### src/rtl/ureg_pkg.sv
// ureg_pkg: mode encoding shared by the universal register and its benches
package ureg_pkg;
    typedef logic [2:0] mode_t;
    localparam mode_t M_HOLD = 3'd0;
    localparam mode_t M_LOAD = 3'd1;
    localparam mode_t M_SHL  = 3'd2;
    localparam mode_t M_SHR  = 3'd3;
    localparam mode_t M_ROL  = 3'd4;
    localparam mode_t M_ROR  = 3'd5;
    localparam mode_t M_UP   = 3'd6;
    localparam mode_t M_DOWN = 3'd7;
endpackage

### src/rtl/ureg_cell.sv
// ureg_cell: one bit of the universal register with its mode mux
module ureg_cell
    import ureg_pkg::*;
(
    input  logic  c,
    input  logic  rn,
    input  logic  rv,
    input  logic  en,
    input  mode_t m,
    input  logic  d,
    input  logic  lo,
    input  logic  hi,
    input  logic  cu,
    input  logic  cd,
    output logic  q,
    output logic  qn
);
    logic nxt;
    // next value: lo feeds left moves, hi feeds right moves, cu/cd toggle for counting
    always_comb begin
        nxt = (m == M_LOAD) ? d :
              (m == M_SHL || m == M_ROL) ? lo :
              (m == M_SHR || m == M_ROR) ? hi :
              (m == M_UP) ? q ^ cu :
              (m == M_DOWN) ? q ^ cd : q;
    end
    // state flop; reset value arrives per bit from the parent
    always_ff @(posedge c or negedge rn) begin
        if (!rn) q <= rv;
        else if (en) q <= nxt;
    end
    assign qn = ~q;
endmodule

### src/rtl/ureg.sv
// ureg: W-bit universal register (load, shift, rotate, count) with complementary outputs
module ureg
    import ureg_pkg::*;
#(
    parameter int          W       = 8,
    parameter logic [31:0] RST_VAL = 32'd0
) (
    input  logic         c,
    input  logic         rn,
    input  logic         en,
    input  mode_t        m,
    input  logic [W-1:0] d,
    input  logic         si,
    output logic [W-1:0] q,
    output logic [W-1:0] qn,
    output logic         sol,
    output logic         sor,
    output logic         tc
);
    localparam logic [W-1:0] RV = RST_VAL[W-1:0];
    logic [W-1:0] lo, hi, cu, cd;
    genvar i;
    generate
        for (i = 0; i < W; i++) begin : g_bit
            if (i == 0) begin : g_lsb
                assign lo[i] = (m == M_ROL) ? q[W-1] : si;
                assign cu[i] = 1'b1;
                assign cd[i] = 1'b1;
            end else begin : g_mid_lo
                assign lo[i] = q[i-1];
                assign cu[i] = cu[i-1] & q[i-1];
                assign cd[i] = cd[i-1] & ~q[i-1];
            end
            if (i == W - 1) begin : g_msb
                assign hi[i] = (m == M_ROR) ? q[0] : si;
            end else begin : g_mid_hi
                assign hi[i] = q[i+1];
            end
            ureg_cell u_cell (
                .c(c), .rn(rn), .rv(RV[i]), .en(en), .m(m), .d(d[i]),
                .lo(lo[i]), .hi(hi[i]), .cu(cu[i]), .cd(cd[i]),
                .q(q[i]), .qn(qn[i])
            );
        end
    endgenerate
    assign sol = q[W-1];
    assign sor = q[0];
    assign tc  = rn & en & (((m == M_UP) & (&q)) | ((m == M_DOWN) & ~(|q)));
endmodule
### config.mk
export PLATFORM = sky130hd
export DESIGN_NAME = ureg
export DESIGN_NICKNAME = d
export VERILOG_FILES = /design/src/rtl/ureg_pkg.sv /design/src/rtl/ureg_cell.sv /design/src/rtl/ureg.sv
export SDC_FILE = /design/constraint.sdc
export NUM_CORES = 1
export LEC_CHECK = 0
export CAP_MARGIN = 30
export CORE_UTILIZATION = 50
export CTS_BUF_LIST = sky130_fd_sc_hd__clkbuf_2
export CTS_CLUSTER_SIZE = 10
export DETAILED_ROUTE_END_ITERATION = 10
export PLACE_DENSITY = 0.86
export RECOVER_POWER = 25
export SLEW_MARGIN = 40
export SYNTH_ARGS = -nofsm -noshare
export SYNTH_HDL_FRONTEND = slang
export SYNTH_SLANG_ARGS = --single-unit
### constraint.sdc
create_clock -name c -period 2.4 [get_ports c]
set_clock_uncertainty 0.1 [all_clocks]
set_input_delay 0.36 -clock c [delete_from_list [all_inputs] [get_ports c]]
set_output_delay 0.36 -clock c [all_outputs]
set_load 0.005 [all_outputs]
# Word level (Yosys, flattened, before mapping)
# Cells that the tools add are included.
[op_classes]
n_eq_ne = 7
bitwise = 40
n_reduce_logical = 6
muxes = 42
[ops]
columns = ["op", "count"]
rows = [
  ["$mux W1", 42],
  ["$and A1 B1 Y1", 16],
  ["$xor A1 B1 Y1", 14],
  ["$eq A3 B3 Y1 const B", 4],
  ["$not A1 Y1", 9],
  ["$reduce_and A8 Y1", 1],
  ["$reduce_or A8 Y1", 1],
  ["$eq A3 B2 Y1 const B", 2],
  ["$reduce_bool A5 Y1", 1],
  ["$eq A3 B1 Y1 const B", 1],
  ["$logic_or A1 B1 Y1", 2],
  ["$reduce_and A2 Y1", 1],
  ["$or A1 B1 Y1", 1],
]
[word_totals]
register_bits = 8
inputBits = 15

# Longest topological paths before layout
# Gate-level depths: netlist of run 1.
[logic_depth]
ltp_word = 13
ltp_mapped = 7
mapped_depth_nobuf = 5

# Least setup slack after synthesis of run 1
# OpenSTA, ideal clock, no wires.
[synth_path]
kind = "reg2reg"
start = "register g_bit[0].u_cell.q"
end = "register g_bit[6].u_cell.q"
slack_ns = 0.500
required_ns = 2.178
path_buffers = 1
t_arrival_ns = 1.678
synth_period_minus_slack_ns = 1.900
stages_incl_launch_ff = 7
path_cell_list = "dfrtp_1 -> buf_6 -> or3_4 -> nor4_4 -> mux2i_1 -> nand2b_1 -> a32o_1"
[synth_via]
elab_chain_len = 12
[synth_rtl]
columns = ["element", "line_no", "rtl"]
rows = [
  ["start, declared", "ureg_cell.sv:15", "output logic q,"],
  ["start signal, assigned", "ureg_cell.sv:29", "if (!rn) q <= rv;"],
  ["start signal, assigned", "ureg_cell.sv:30", "else if (en) q <= nxt;"],
  ["$not A1 Y1 (no source line)", "--", ""],
  ["$and A1 B1 Y1 (5 in a row)", "ureg.sv:32", "assign cd[i] = cd[i-1] & ~q[i-1];"],
  ["$xor A1 B1 Y1", "ureg_cell.sv:25", "(m == M_DOWN) ? q ^ cd : q;"],
  ["$mux W1", "ureg_cell.sv:25", ""],
  ["$mux W1 (*)", "ureg_cell.sv:24", "(m == M_UP) ? q ^ cu :"],
  ["$mux W1 (*)", "ureg_cell.sv:23", "(m == M_SHR || m == M_ROR) ? hi :"],
  ["$mux W1 (*)", "ureg_cell.sv:22", "(m == M_SHL || m == M_ROL) ? lo :"],
  ["$mux W1 (*)", "ureg_cell.sv:21", "nxt = (m == M_LOAD) ? d :"],
  ["end signal, assigned", "ureg_cell.sv:29", ""],
  ["end signal, assigned", "ureg_cell.sv:30", ""],
  ["end, declared", "ureg_cell.sv:15", ""],
]
# Mark *: on every way between the ends. The rest lies on a longest branch, timed or not. The select of a mux whose other input is x is not followed.
# A chain may end at the register's enable or synchronous reset.

# Final worst setup path of run 1
# Ends and elaborated chain as after synthesis.

==> results.yml, run 1 <==
route:
  routed_via_density: 6.647
  met1_length_um: 1781
  routed_wl_um: 4325
  vias: 1582
  met2_length_um: 1987
  drcViolationCount: 0
  wl_met3_um: 407
  routedWlPerCell_um: 18.17
  antenna_left: 0
  top_layer: "met4"
  first_pass_iters: 4
  drt-initial-drc-count: 86
yosys:
  synth-main-ff-cell: "dfrtp_1"
  async_reset_ff_share_pct: 100.0
  synth_common_cells: "17 x a21oi_1, 17 x buf_4, 13 x nor2_1"
  synth_top_area_share_pct: 16.48
  synth_top_cell_by_area: "dfrtp_1"
  synth_enable_flop_cells: 0
  ys_top_cells_by_area: "dfrtp_1 16%, buf_4 11%, a21oi_1 7.0%, mux2i_1 5.8%, o21ai_0 4.9%"
  yosysSeqAreaShare_pct: 16.48
  ys.warnings.count: 0
  syn_area_um2: 1215
  ys_ff_latch: 8
  synth_area_per_cell_um2: 7.147
  synth_fp_nets: 185
  ys_types: 44
  syn_inst: 170
sta:
  setup_slack_ns: 0.1179
  fin_crit_ns: 2.282
  worstMarginPinSlew_ns: 0.5531
  relSlewSlack_pct: 63.13
  finalCritPeriodShare_pct: 95.09
  setup_viol: 0
  holdWs_ns: 0.5244
  rsz0062_at_grt: "no"
  finalMaxSlewViolations: 0
  hold_viol_final: 0
  max_freq_mhz: 438.2
clock_network:
  path_clk_slew_ns: 0.10
  cts_tree: "built"
  ctsHoldBuffers: 0
  cts_made_buffers: 3
  htree_levels: 1
  clock-sinks: 8
  insertion_delay_ns: 0.27
  clock_path_buffers: 2
  clockRootBuffer: "clkbuf_2"
worst_setup_path:
  path_class: "flop to flop"
  ff2ff_path_depth: 12
  worstPathArrival_ns: 2.34
  crit_path_end_kind: "flop"
  critPathRequiredTime_ns: 2.46
  r2r-start: "g_bit[0].u_cell.q$_DFFE_PN0P_"
  startpoint: "g_bit[0].u_cell.q$_DFFE_PN0P_"
  cp-start-kind: "flop"
  cp-endpoint: "g_bit[6].u_cell.q$_DFFE_PN0P_"
  path_max_fanout: 3
  rrSetupSlack_ns: 0.12
  r2r_end: "g_bit[6].u_cell.q$_DFFE_PN0P_"
finish:
  largest_registers: "g_bit.u_cell.q (8)"
  largest_register_ffs: 8
  fin_nets: 227
  stdcell_count: 238
  regMostFlops: "g_bit.u_cell.q"
  layout-drive-gt1-share_pct: 23.33
  area_delta_synth_final_pct: 38.62
  diodes: 0
global_routing:
  gr-total-overflow: 0
  grt_max_degree: 24
  groute.usage.overall_pct: 34.29
  antenna_found_initial: 0
  grt_pass1_wl_um: 6672
  grt_pass1_vias: 1382
placement:
  numPlacedInstances: 225
  dp_hpwl_um: 2875
  gp_congestion: 0.9547
  io_buffers: 33
  place_ws_ns: -0.1796
power_and_ir_drop:
  vdd_drop_max_v: 0.0004071
  power_density_nw_per_um2: 566.6
  power.leakage_nw: 0.7461
floorplanning:
  die_h_um: 51.30
  start_util_pct: 53.88
  ios: 34
  die_area_um2: 2631
  die_x_um: 51.30
  row_count: 17
  core_area_um2: 2255
outcome:
  status: "finished, final reports clean"
min_path:
  hold_path.class: "input pin to asynchronous set/reset pin"
flow_run:
  drv_cap: 0
cell usage in the layout, fill, tap and decap left out, types with 3 or more instances in the layout:
cell and n:
a21o_1 3, a21oi_1 17, a31oi_1 4, buf_4 35, clkbuf_2 3, clkdlybuf4s50_1 28, dfrtp_1 7, dlygate4sd2_1 3
inv_1 9, mux2i_1 7, nand2_1 9, nand3_1 7, nor2_1 12, nor3_1 3, nor4_1 3, o21ai_0 12
o22ai_1 3
worst max-delay path: stages, from the launching register on:
cell and delay (ns):
dfrtp_1 0.40, buf_4 0.15, nand3b_1 0.17, nor3_4 0.06
buf_4 0.14, buf_4 0.12, buf_4 0.12, buf_4 0.12
buf_4 0.12, buf_4 0.13, mux2i_1 0.17, o311ai_1 0.11
a32o_1 0.24
stage by stage:
step / power (mW) / area (um^2) / TNS, ns / utilization (%)
finish: 0.9543 / 1684 / 0 / 74.69
global route: 1.004 / 1684 / 0 / 74.69
CTS: 0.9152 / 1664 / 0 / 73.81
detailed placement: 0.7981 / 1579 / -0.2256 / 70.03
global placement: 0.7840 / 1579 / -0.2056 / 70.03
floorplan: 0.5877 / 1215 / 0 / -
area by class of cell:
class | instances | area (um^2)
Clock buffer | 3 | 15.01
Fill cell | 175 | 570.5
Tap cell | 28 | 35.03
Timing Repair Buffer | 69 | 595.6
Inverter | 10 | 37.54
Multi-Input combinational cell | 120 | 799.5
Sequential cell | 8 | 201.4
kinds of logic after synthesis:
logic type | count (synthesis) | synth area share [%]
muxes | 8 | 7.621
AOI/OAI and AO/OA | 57 | 29.97
DFF | 8 | 16.48
buffers and inverters | 42 | 19.26
xor gates and xnor gates | 2 | 1.442
adders and majority gates | 2 | 1.648
and+or+nand+nor | 51 | 23.58
per-layer routing:
| layer | track usage [%] | vias to the layer above |
|---|---|---|
| li1 | - | 697 |
| met1 | 46.93 | 731 |
| met3 | 4.464 | 24 |
| met5 | 0 | - |
| met2 | 54.17 | 130 |
| met4 | 13.51 | 0 |
how the worst min path moves through the flow:
stage / startpoint / end / cells past startpoint
detailed placement: g_bit[5].u_cell.q$_DFFE_PN0P_ / g_bit[5].u_cell.q$_DFFE_PN0P_ / 1
floorplan: rn / g_bit[0].u_cell.q$_DFFE_PN0P_ / 0
global placement: g_bit[5].u_cell.q$_DFFE_PN0P_ / g_bit[5].u_cell.q$_DFFE_PN0P_ / 1
global route: rn / g_bit[3].u_cell.q$_DFFE_PN0P_ / 2
finish: rn / g_bit[0].u_cell.q$_DFFE_PN0P_ / 2
CTS: rn / g_bit[3].u_cell.q$_DFFE_PN0P_ / 2
power by group:
group          switching, mW  total [mW]  internal (mW)  leakage (nW)
Clock                 0.0619      0.0960         0.0340        0.0125
Combinational          0.325       0.661          0.336         0.642
Sequential            0.0300       0.197          0.167        0.0913
Total                  0.417       0.954          0.537         0.746
what timing repair did:
action                                  4_1_cts  5_1_grt
buffers inserted                              8        2
pin swaps                                     4        4
gates resized for setup                       8        2
endpoints found under the setup margin        1        1
No activity file was read; power rests on OpenSTA's default activity.
==> run 2: changes to the inputs <==
CORE_MARGIN = 5   (was not set)
clock period = 2.25 ns   (was 2.4 ns; I/O delays follow)
==> results.yml, run 2 (same netlist as run 1, synthesis figures left out) <==
placement:
  dp_hpwl_um: 3217
  place_ws_ns: -0.3491
  gp_congestion: 0.9178
  io_buffers: 33
outcome:
  violations: "setup timing"
  status: "complete, but fails checks"
finish:
  layout-drive-gt1-share_pct: 23.94
  largest_register_ffs: 8
  regMostFlops: "g_bit.u_cell.q"
  final_cell_mix: "31 x buf_4, 28 x clkdlybuf4s50_1, 17 x a21oi_1, 12 x nor2_1, 12 x o21ai_0"
  fin_nets: 230
  regArea_um2: 200.2
  multi_input_area_um2: 795.8
  largest_registers: "g_bit.u_cell.q (8)"
  area_delta_synth_final_pct: 41.92
  layout_commonest_cell: "buf_4"
  diodes: 0
  fillCellCount: 183
  utilization_pct: 75.76
global_routing:
  gr-total-overflow: 0
  grt_pass1_wl_um: 7355
  grt_max_degree: 18
  groute.usage.overall_pct: 27.66
  antenna_found_initial: 0
  grt_pass1_vias: 1496
sta:
  hold_viol_final: 0
  relSlewSlack_pct: 62.92
  setup_viol: 1
  max_freq_mhz: 438.1
  fin_crit_ns: 2.282
  rsz0062_at_grt: "yes"
  worstMarginPinSlew_ns: 0.5562
  finalCritPeriodShare_pct: 101.4
  finalMaxSlewViolations: 0
  setup_slack_ns: -0.03244
  setup_tns_ns: -0.03244
clock_network:
  insertion_delay_ns: 0.27
  ctsHoldBuffers: 0
  cts_tree: "built"
  htree_levels: 1
  path_clk_slew_ns: 0.13
  clock-sinks: 8
  cts_made_buffers: 3
  clockRootBuffer: "clkbuf_2"
  clock_path_buffers: 2
power_and_ir_drop:
  power.leakage_nw: 0.7506
  vdd_drop_max_v: 0.0004356
  power_density_nw_per_um2: 591.3
floorplanning:
  die_x_um: 59.30
  die_h_um: 59.30
  row_count: 17
  start_util_pct: 53.38
  ios: 34
  die_area_um2: 3516
  core_area_um2: 2276
route:
  routed_wl_um: 4498
  routed_via_density: 6.390
  drt-initial-drc-count: 86
  routedWlPerCell_um: 18.66
  first_pass_iters: 5
  vias: 1540
  antenna_left: 0
  drcViolationCount: 0
worst_setup_path:
  worstPathArrival_ns: 1.84
  path_class: "flop to output port"
  rrSetupSlack_ns: 0.03
  r2r-start: "g_bit[1].u_cell.q$_DFFE_PN0P_"
  cp-endpoint: "tc"
  r2r_end: "g_bit[5].u_cell.q$_DFFE_PN0P_"
  ff2ff_path_depth: 8
  critPathRequiredTime_ns: 1.81
  crit_path_end_kind: "output port"
  startpoint: "g_bit[1].u_cell.q$_DFFE_PN0P_"
  cp-start-kind: "flop"
  path_max_fanout: 2
min_path:
  hold_path.class: "input pin to asynchronous set/reset pin"
flow_run:
  drv_cap: 0
==> run 2: timing repair <==
item,4_1_cts,5_1_grt
resized for setup,15,1
endpoints found under the setup margin,1,1
pin swaps,6,4
endpoints found under the hold margin,0,0
setup buffers,9,2
==> run 2: power breakdown <==
group          switching, mW  total, mW  internal (mW)
clock                 0.0740      0.110         0.0364
sequential            0.0314      0.209          0.178
combinational          0.335      0.700          0.365
==> run 2: cell type report <==
class                   instances  area share, %
repair buffers                 72          37.16
well taps                      28          2.032
flip-flops and latches          8          11.61
clock buffers                   3         0.8708
multi-input cells             120          46.15
inverters                      10          2.177
==> run 2: metal layers <==
metal / wire, um / GRT usage (%) / up-vias
met5: 0 / 0 / -
met4: 138 / 11.33 / 0
met3: 451 / 5.011 / 20
met2: 2220 / 44.62 / 109
met1: 1687 / 35.90 / 720
li1: - / - / 691
==> run 2: worst min path at each step <==
| stage | to | slack [ns] | cells after the start |
|---|---|---|---|
| after floorplan | g_bit[0].u_cell.q$_DFFE_PN0P_ | -0.06 | 0 |
| final | g_bit[4].u_cell.q$_DFFE_PN0P_ | 0.50 | 2 |
| after detailed placement | g_bit[5].u_cell.q$_DFFE_PN0P_ | 0.58 | 2 |
| after global routing | g_bit[5].u_cell.q$_DFFE_PN0P_ | 0.54 | 2 |
| after CTS | g_bit[5].u_cell.q$_DFFE_PN0P_ | 0.31 | 2 |
| after global placement | g_bit[5].u_cell.q$_DFFE_PN0P_ | 0.55 | 2 |
==> run 2: through the flow <==
step	power [mW]	cells	hold slack, ns	instance area, um^2
final	1.019	241	0.4957	1724
after global routing	1.080	241	0.5447	1724
after CTS	1.000	241	0.3149	1728
after detailed placement	0.8777	230	0.5761	1617
after global placement	0.8570	230	0.5540	1617
after floorplan	0.6269	170	-0.05809	1215
==> run 2: critical path, cell delays in order, from the launching register on <==
cell and delay, ns:
dfrtp_1 0.42, buf_4 0.14, or3_4 0.39, o41ai_2 0.23, and3_1 0.18, dlygate4sd2_1 0.23
